## config.mk

```make
export PLATFORM = sky130hd
export DESIGN_NAME = rtan_sweep_sequencer
export DESIGN_NICKNAME = d
export VERILOG_FILES = /design/src/rtl/rtan_sweep_sequencer.sv
export SDC_FILE = /design/constraint.sdc
export NUM_CORES = 1
export LEC_CHECK = 0
export CAP_MARGIN = 20
export CORE_UTILIZATION = 47
export CTS_BUF_LIST = sky130_fd_sc_hd__clkbuf_8
export DETAILED_ROUTE_END_ITERATION = 6
export GPL_ROUTABILITY_DRIVEN = 0
export PLACE_DENSITY_LB_ADDON = 0.15
export SYNTH_ARGS = -nofsm -noshare
export SYNTH_HDL_FRONTEND = slang
export SYNTH_SLANG_ARGS = --single-unit
export TNS_END_PERCENT = 30
```

## constraint.sdc

```tcl
create_clock -name clock -period 1.83 [get_ports clock]
set_input_delay 0.4575 -clock clock [delete_from_list [all_inputs] [get_ports clock]]
set_output_delay 0.4575 -clock clock [all_outputs]
set_load 0.1 [all_outputs]
```

## src/rtl/rtan_sweep_sequencer.sv

```systemverilog
// rtan_sweep_sequencer: latches r for the tan stage, waits for it to settle, then streams six captured magnitudes
module rtan_sweep_sequencer #(
  parameter int SETTLE_CYCLES = 1,
  parameter int IDX_W = 3
) (
  input  logic             clock,
  input  logic             reset_n,
  input  logic             start,
  input  logic [8:0]       r_in,
  output logic             busy,
  output logic [8:0]       r_to_calc,
  input  logic [7:0]       abs7rtan_00,
  input  logic [7:0]       abs7rtan_15,
  input  logic [7:0]       abs7rtan_30,
  input  logic [7:0]       abs7rtan_45,
  input  logic [7:0]       abs7rtan_60,
  input  logic [7:0]       abs7rtan_75,
  output logic             out_valid,
  input  logic             out_ready,
  output logic [IDX_W-1:0] out_idx,
  output logic [7:0]       out_mag,
  output logic             out_neg,
  output logic             out_last,
  output logic             done
);
  typedef enum logic [2:0] {IDLE, SETTLE, CAPTURE, EMIT, DONE} state_t;
  state_t           state_q, state_d;
  logic [3:0]       cnt_q, cnt_d;
  logic [8:0]       r_q, r_d;
  logic [7:0]       slot_q [6];
  logic [7:0]       slot_d [6];
  logic             valid_q, valid_d, neg_q, neg_d, last_q, last_d;
  logic [IDX_W-1:0] idx_q, idx_d, nidx;
  logic [7:0]       mag_q, mag_d, nmag;
  assign nidx = idx_q + IDX_W'(1);
  assign nmag = nidx == IDX_W'(1) ? slot_q[1] :
                nidx == IDX_W'(2) ? slot_q[2] :
                nidx == IDX_W'(3) ? slot_q[3] :
                nidx == IDX_W'(4) ? slot_q[4] :
                nidx == IDX_W'(5) ? slot_q[5] : slot_q[0];
  always_comb begin
    state_d = state_q;
    cnt_d   = cnt_q;
    r_d     = r_q;
    slot_d  = slot_q;
    valid_d = valid_q;
    idx_d   = idx_q;
    mag_d   = mag_q;
    neg_d   = neg_q;
    last_d  = last_q;
    case (state_q)
      IDLE: if (start) begin
        r_d     = r_in;
        cnt_d   = '0;
        state_d = SETTLE;
      end
      SETTLE: begin
        cnt_d   = cnt_q + 4'd1;
        state_d = cnt_q == 4'(SETTLE_CYCLES - 1) ? CAPTURE : SETTLE;
      end
      CAPTURE: begin
        slot_d  = '{abs7rtan_00, abs7rtan_15, abs7rtan_30, abs7rtan_45, abs7rtan_60, abs7rtan_75};
        idx_d   = '0;
        mag_d   = abs7rtan_00;
        neg_d   = r_q[8];
        valid_d = 1'b1;
        last_d  = 1'b0;
        state_d = EMIT;
      end
      EMIT: if (out_ready) begin
        if (last_q) begin
          valid_d = 1'b0;
          state_d = DONE;
        end else begin
          idx_d  = nidx;
          mag_d  = nmag;
          last_d = nidx == IDX_W'(5);
        end
      end
      DONE: state_d = IDLE;
      default: state_d = IDLE;
    endcase
  end
  always_ff @(posedge clock or negedge reset_n) begin
    if (!reset_n) begin
      state_q <= IDLE;
      cnt_q   <= '0;
      r_q     <= '0;
      slot_q  <= '{default: '0};
      valid_q <= 1'b0;
      idx_q   <= '0;
      mag_q   <= '0;
      neg_q   <= 1'b0;
      last_q  <= 1'b0;
    end else begin
      state_q <= state_d;
      cnt_q   <= cnt_d;
      r_q     <= r_d;
      slot_q  <= slot_d;
      valid_q <= valid_d;
      idx_q   <= idx_d;
      mag_q   <= mag_d;
      neg_q   <= neg_d;
      last_q  <= last_d;
    end
  end
  assign busy      = state_q != IDLE;
  assign done      = state_q == DONE;
  assign r_to_calc = r_q;
  assign out_valid = valid_q;
  assign out_idx   = idx_q;
  assign out_mag   = mag_q;
  assign out_neg   = neg_q;
  assign out_last  = last_q;
endmodule

```

Word-level counts from Yosys, hierarchy flattened
Cells that the tools add are included.
{ "totals": {"register_bits": 78, "in_bits": 61, "word_cells": 64} }
{ "op_classes": {"add_sub_neg": 2, "n_eq_ne": 13, "muxes": 24, "n_reduce_logical": 11} }
{ "ops": {"columns": ["operator", "count"], "rows": [
  ["$mux W8", 7],
  ["$pmux W8 S2", 1],
  ["$mux W3", 5],
  ["$eq A3 B2 Y1 const B", 4],
  ["$pmux W3 S4", 1],
  ["$eq A3 B3 Y1 const B", 3],
  ["$reduce_and A3 Y1", 3],
  ["$ne A2 B2 Y1 const B", 4],
  ["$pmux W4 S2", 1],
  ["$eq A3 B1 Y1 const B", 2],
  ["$pmux W3 S2", 1],
  ["$reduce_and A2 Y1", 3],
  ["$add A4 B1 Y4 const B", 1],
  ["$logic_not A4 Y1", 1],
  ["$mux W1", 4],
  ["$mux W4", 1],
  ["$pmux W1 S2", 2],
  ["$reduce_bool A2 Y1", 2],
  ["$add A3 B1 Y3 const B", 1],
  ["$logic_not A3 Y1", 1],
  ["$reduce_bool A3 Y1", 1],
  ["$mux W2", 1]
]} }

Logic depth before layout (Yosys ltp)
{ "depth": {"depth_word": 10, "depth_mapped": 8} }

Worst setup path before layout
No wires, ideal clock.
{ "synth_path": {"path_type": "reg-to-output", "startpoint": "reg state_q[0]", "endpoint": "out done", "arrival_ns": 2.842, "required_time_ns": 1.372, "setup_slack_ns": -1.469, "stages_incl_launch_ff": 3, "n_path_buf": 1, "path_cell_list": "dfrtp_1 -> clkbuf_1 -> nor3b_1"} }
{ "synth_between": {"elab_chain_cells": 1} }
{ "synth_rtl": {"columns": ["element", "line", "text"], "rows": [
  ["from (decl)", "27", "state_t state_q, state_d;"],
  ["from (signal assigned)", "96", "state_q <= state_d;"],
  ["$eq A3 B3 Y1", "108", "assign done = state_q == DONE;"],
  ["to (decl)", "24", "output logic done"]
]} }
Every way passes these cells.

Worst setup path in the final report
{ "layout_path": {"startpoint": "reg idx_q[0] (netlist: out_idx[0])", "endpoint": "reg mag_q[7] (netlist: out_mag[7])"} }
{ "layout_between": {"elab_chain_cells": 10, "word_cells_on_any_way": 14, "classes_between": "1 x add/sub; 5 x eq/ne; 8 x mux"} }
{ "layout_rtl": {"columns": ["element", "line", "text"], "rows": [
  ["from (decl)", "33", "logic [IDX_W-1:0] idx_q, idx_d, nidx;"],
  ["from (signal assigned)", "101", "idx_q <= idx_d;"],
  ["$add A3 B1 Y3 (*)", "35", "assign nidx = idx_q + IDX_W'(1);"],
  ["$eq A3 B3 Y1", "40", "nidx == IDX_W'(5) ? slot_q[5] : slot_q[0];"],
  ["$mux W8", "40", null],
  ["$mux W8", "39", "nidx == IDX_W'(4) ? slot_q[4] :"],
  ["$mux W8", "38", "nidx == IDX_W'(3) ? slot_q[3] :"],
  ["$mux W8", "37", "nidx == IDX_W'(2) ? slot_q[2] :"],
  ["$mux W8 (*)", "36", "assign nmag = nidx == IDX_W'(1) ? slot_q[1] :"],
  ["$mux W8 (*)", "71", "if (last_q) begin"],
  ["$mux W8 (*)", "70", "EMIT: if (out_ready) begin"],
  ["$pmux W8 S2 (*)", "51", "case (state_q)"],
  ["to (signal assigned)", "102", "mag_q <= mag_d;"],
  ["to (decl)", "34", "logic [7:0] mag_q, mag_d, nmag;"]
]} }
Mark *: on every way between the ends. The rest lies on a longest branch, timed or not. The select of a mux whose other input is x is not followed.
A chain may end at the register's enable or synchronous reset.

==> metrics.md <==
| Metric | Value |
|---|---|
| Violated checks | `negative setup slack` |
| # nets final | `488` |
| Max-capacitance violation count | `0` |
| Count of different cell masters after synthesis | `45` |
| Placed instance area | `roughly 0.0052 mm^2` |
| Path type of the worst setup path | `flop to flop` |
| Clock slew at reported path FFs | `0.08 ns` |
| Site row count | `32` |
| Number of top-level pins | `86` |
| Max Clock Skew | `0.00703 ns` |
| Largest incremental delay on the critical path | `0.51 ns` |
| Peak supply drop | `1590 uV` |
| Antenna violations before repair | `0` |
| FF-to-FF Start | `out_idx[0]` |
| Average size of a mapped cell | `around 13 um^2` |
| Max Transition Viols Final | `0` |
| Port-buffer cells | `85` |
| Dominant delay contributor by cell family on the critical path | `buffers and inverters` |
| Adder-cell area share of the yosys netlist | `0.0235` |
| Top flip-flop cell by instance count after synthesis | `sky130_fd_sc_hd__dfrtp_1` |
| Run status | `complete, but fails checks` |
| CTS tree | `built` |
| Area growth from synthesis to layout | `56.5%` |
| Antenna viol nets, final | `0` |
| Sequential area share after synthesis | `0.523` |
| Number of hold violations in the final report | `0` |
| Number of DRC violations after detailed-routing iteration 0 | `159` |
| Hold Slack | `0.0265 ns` |
| Fraction of final layout cells sized beyond drive strength 1 | `0.435` |
| Router iterations before antenna repair | `4` |
| WP buf/inv | `4` |
| Fraction of registers with async set/reset | `1.00` |
| Clock tree root buffer cell | `sky130_fd_sc_hd__clkbuf_8` |
| Chip Height | `a little over 90 um` |
| Ratio of routed vias to standard cells | `5.58` |
| Detailed-route wire length on metal 1 | `roughly 4400 um` |
| Post-route DRC violation count | `0` |
| Sequence of cells on the critical path | `buf_12 > clkinv_8 > ha_4 > clkinvlp_4 > nor3b_4 > buf_6 > a2111oi_4 > o221ai_1` |
| Number of diodes added for antenna fixing | `0` |
| Detailed-route wire length | `9560 um` |
| Non-filler cells, final | `between 500 and 600` |
| Placed Cells | `493` |
| Total CTS buffers | `9` |
| Register-to-Register Setup Slack | `-0.10 ns` |
| Area of the core | `0.00769 mm^2` |
| Wire length of the first global-routing pass | `15600 um` |
| Worst-margin pin slew | `between 0.5 and 0.6 ns` |
| Yosys warnings | `0` |
| Maximum number of pins on one net before global-route repair | `55` |
| Final worst path period share | `1.06` |
| Post-route design area | `around 0.0058 mm^2` |
| Number of clock sinks seen by CTS | `78` |
| Reg2reg path depth | `8` |
| Number of hold buffers added after cts | `0` |
| Largest family of logic cells by synthesized area | `multiplexers` |
| Setup crit start kind | `flop` |
| Critical path endpoint category | `flop` |
| Post-detail-place hpwl | `roughly 6300 um` |
| Critical path data arrival time | `2.18 ns` |
| Source-to-sink clock delay at the later pin of the worst-skew pair | `0.34 ns` |
| Number of flip-flops and latches in the synthesized netlist | `78` |
| Hold Path Class | `input port to async pin` |
| Pwr Density | `2020 mW/mm^2` |
| Initial Util | `0.486` |
| Post-synthesis share of cell area spent on and, or, nand and nor gates | `0.0734` |
| Portion of netlist area occupied by mux cells | `0.181` |
| Post-route worst setup slack | `-0.101 ns` |
| Gate Count Post-Synth | `297` |
| Worst EP required | `2.08 ns` |
| Max Buffers Root-to-Sink | `2` |
| Worst slew margin relative to its limit | `0.652` |
| Avg WL per Cell | `about 18 um` |
| Highest fanout seen on the critical path | `5` |
| Die Area | `approximately 0.0083 mm^2` |
| R2r endpoint | `out_mag[7]` |
| Met3 routed wirelength | `366 um` |
| H-tree depth | `3` |
| Number of flops mapped to enable cells by yosys | `0` |
| Vias in the first global route | `about 3000` |
| DR top layer | `met4` |
| Number of nets produced by synthesis | `365` |
| Area of the mapped netlist | `around 0.0037 mm^2` |
| Critical-path top delay cell | `sky130_fd_sc_hd__dfrtp_4` |
| Aggregate negative setup slack | `-0.374 ns` |
| Complex-gate fraction of the synthesized area | `0.162` |
| Xor/xnor share of the synthesized area | `0.00436` |
| Horizontal die dimension | `approximately 90 um` |
| Max frequency | `between 500 and 600 MHz` |
| RSZ-0062 raised after global routing | `yes` |
| Remaining global-route overflow | `0` |
| Finish-stage setup viols | `10` |
| Leakage power total | `2.42 nW` |
| Wire length on met2 | `4550 um` |
| Total Routing Usage GR | `0.240` |
| Vias after detailed routing | `2941` |
| Min cycle time layout | `between 1.5 and 2 ns` |
[through the flow]
| stage | worst slack, ns | power [mW] | utilization |
|---|---|---|---|
| after floorplan | -0.122 | 7.13 | - |
| after global placement | -0.114 | 9.24 | 0.676 |
| after detailed placement | -0.203 | 9.38 | 0.676 |
| after CTS | -0.0682 | 11.5 | 0.748 |
| after global routing | -0.117 | 12.3 | 0.760 |
| final | -0.101 | 11.8 | 0.760 |
[per-layer routing]
metal  global-route usage  vias to the layer above
li1                     -                     1374
met1                0.338                     1459
met2                0.371                       88
met3               0.0369                       20
met4               0.0992                        0
met5                    0                        -
[placed cells by master, fill, tap and decap left out, types with 7 or more instances in the layout]
cell type                         count
sky130_fd_sc_hd__dfrtp_1             71
sky130_fd_sc_hd__clkdlybuf4s50_1     59
sky130_fd_sc_hd__mux2_2              49
sky130_fd_sc_hd__buf_12              31
sky130_fd_sc_hd__buf_4               28
sky130_fd_sc_hd__nand2_1             13
sky130_fd_sc_hd__a22o_1              12
sky130_fd_sc_hd__o21ai_0             11
sky130_fd_sc_hd__mux2_1              10
sky130_fd_sc_hd__clkbuf_8            10
sky130_fd_sc_hd__buf_6                9
sky130_fd_sc_hd__a2111oi_4            8
sky130_fd_sc_hd__o221a_2              8
sky130_fd_sc_hd__o221ai_1             8
sky130_fd_sc_hd__nor2_1               7
sky130_fd_sc_hd__a22oi_1              7
[kinds of logic after synthesis]
group / count (synthesis)
DFF: 78
AOI/OAI and AO/OA: 75
muxes: 60
and+or+nand+nor: 49
buffers and inverters: 27
adders and majority gates: 7
xor gates and xnor gates: 1
[cell usage after synthesis (all sizes together), types with 4 or more instances]
master,number,area share
ha,7,0.023
nor2,9,0.012
buf,13,0.019
clkbuf,4,0.0040
dfrtp,78,0.52
nand2,13,0.013
mux2,59,0.18
nor3b,4,0.011
o21ai,15,0.020
o221ai,8,0.019
inv,9,0.0091
a22o,12,0.028
a2111oi,8,0.024
and3,8,0.013
a21boi,8,0.016
a22oi,8,0.016
o221a,8,0.024
[sequential cells by signal, summed over array words and instances (netlist names)]
signal / flops
r_to_calc: 9
state_q: 3
cnt_q: 4
out_idx: 3
out_mag: 8
out_last: 1
out_neg: 1
out_valid: 1
slot_q: 48
[worst max path at each step]
stage	start	end	cells after the start
2_1_floorplan	state_q[0]	done	2
3_3_place_gp	out_idx[0]	out_mag[0]	5
3_5_place_dp	out_idx[1]	out_mag[3]	7
4_1_cts	out_idx[0]	out_mag[1]	6
5_1_grt	out_idx[0]	out_mag[7]	8
6_report	out_idx[0]	out_mag[7]	8
[report_power, final]
part           internal (mW)  leakage [nW]  total (mW)  switching, mW
logic                   3.21          1.38        6.90           3.69
clock network          0.803         0.118        1.45          0.643
registers               2.60         0.928        3.43          0.828
[cell type report]
cell class	count	area (um^2)
clock inverters	6	86.3
clock buffers	10	138
inverters	10	58.8
flip-flops and latches	78	1970
fillers	472	1850
well taps	102	128
repair buffers	127	1520
multi-input cells	193	1940
repair inverters	1	7.51
[timing repair]
item                                    in CTS  in global routing
pin swaps                                   18                  8
gates resized for setup                     35                 19
buffers inserted                            10                  6
endpoints found under the setup margin      10                 10
gates cloned                                 2                  0
Power figures use the tool's default switching activity.
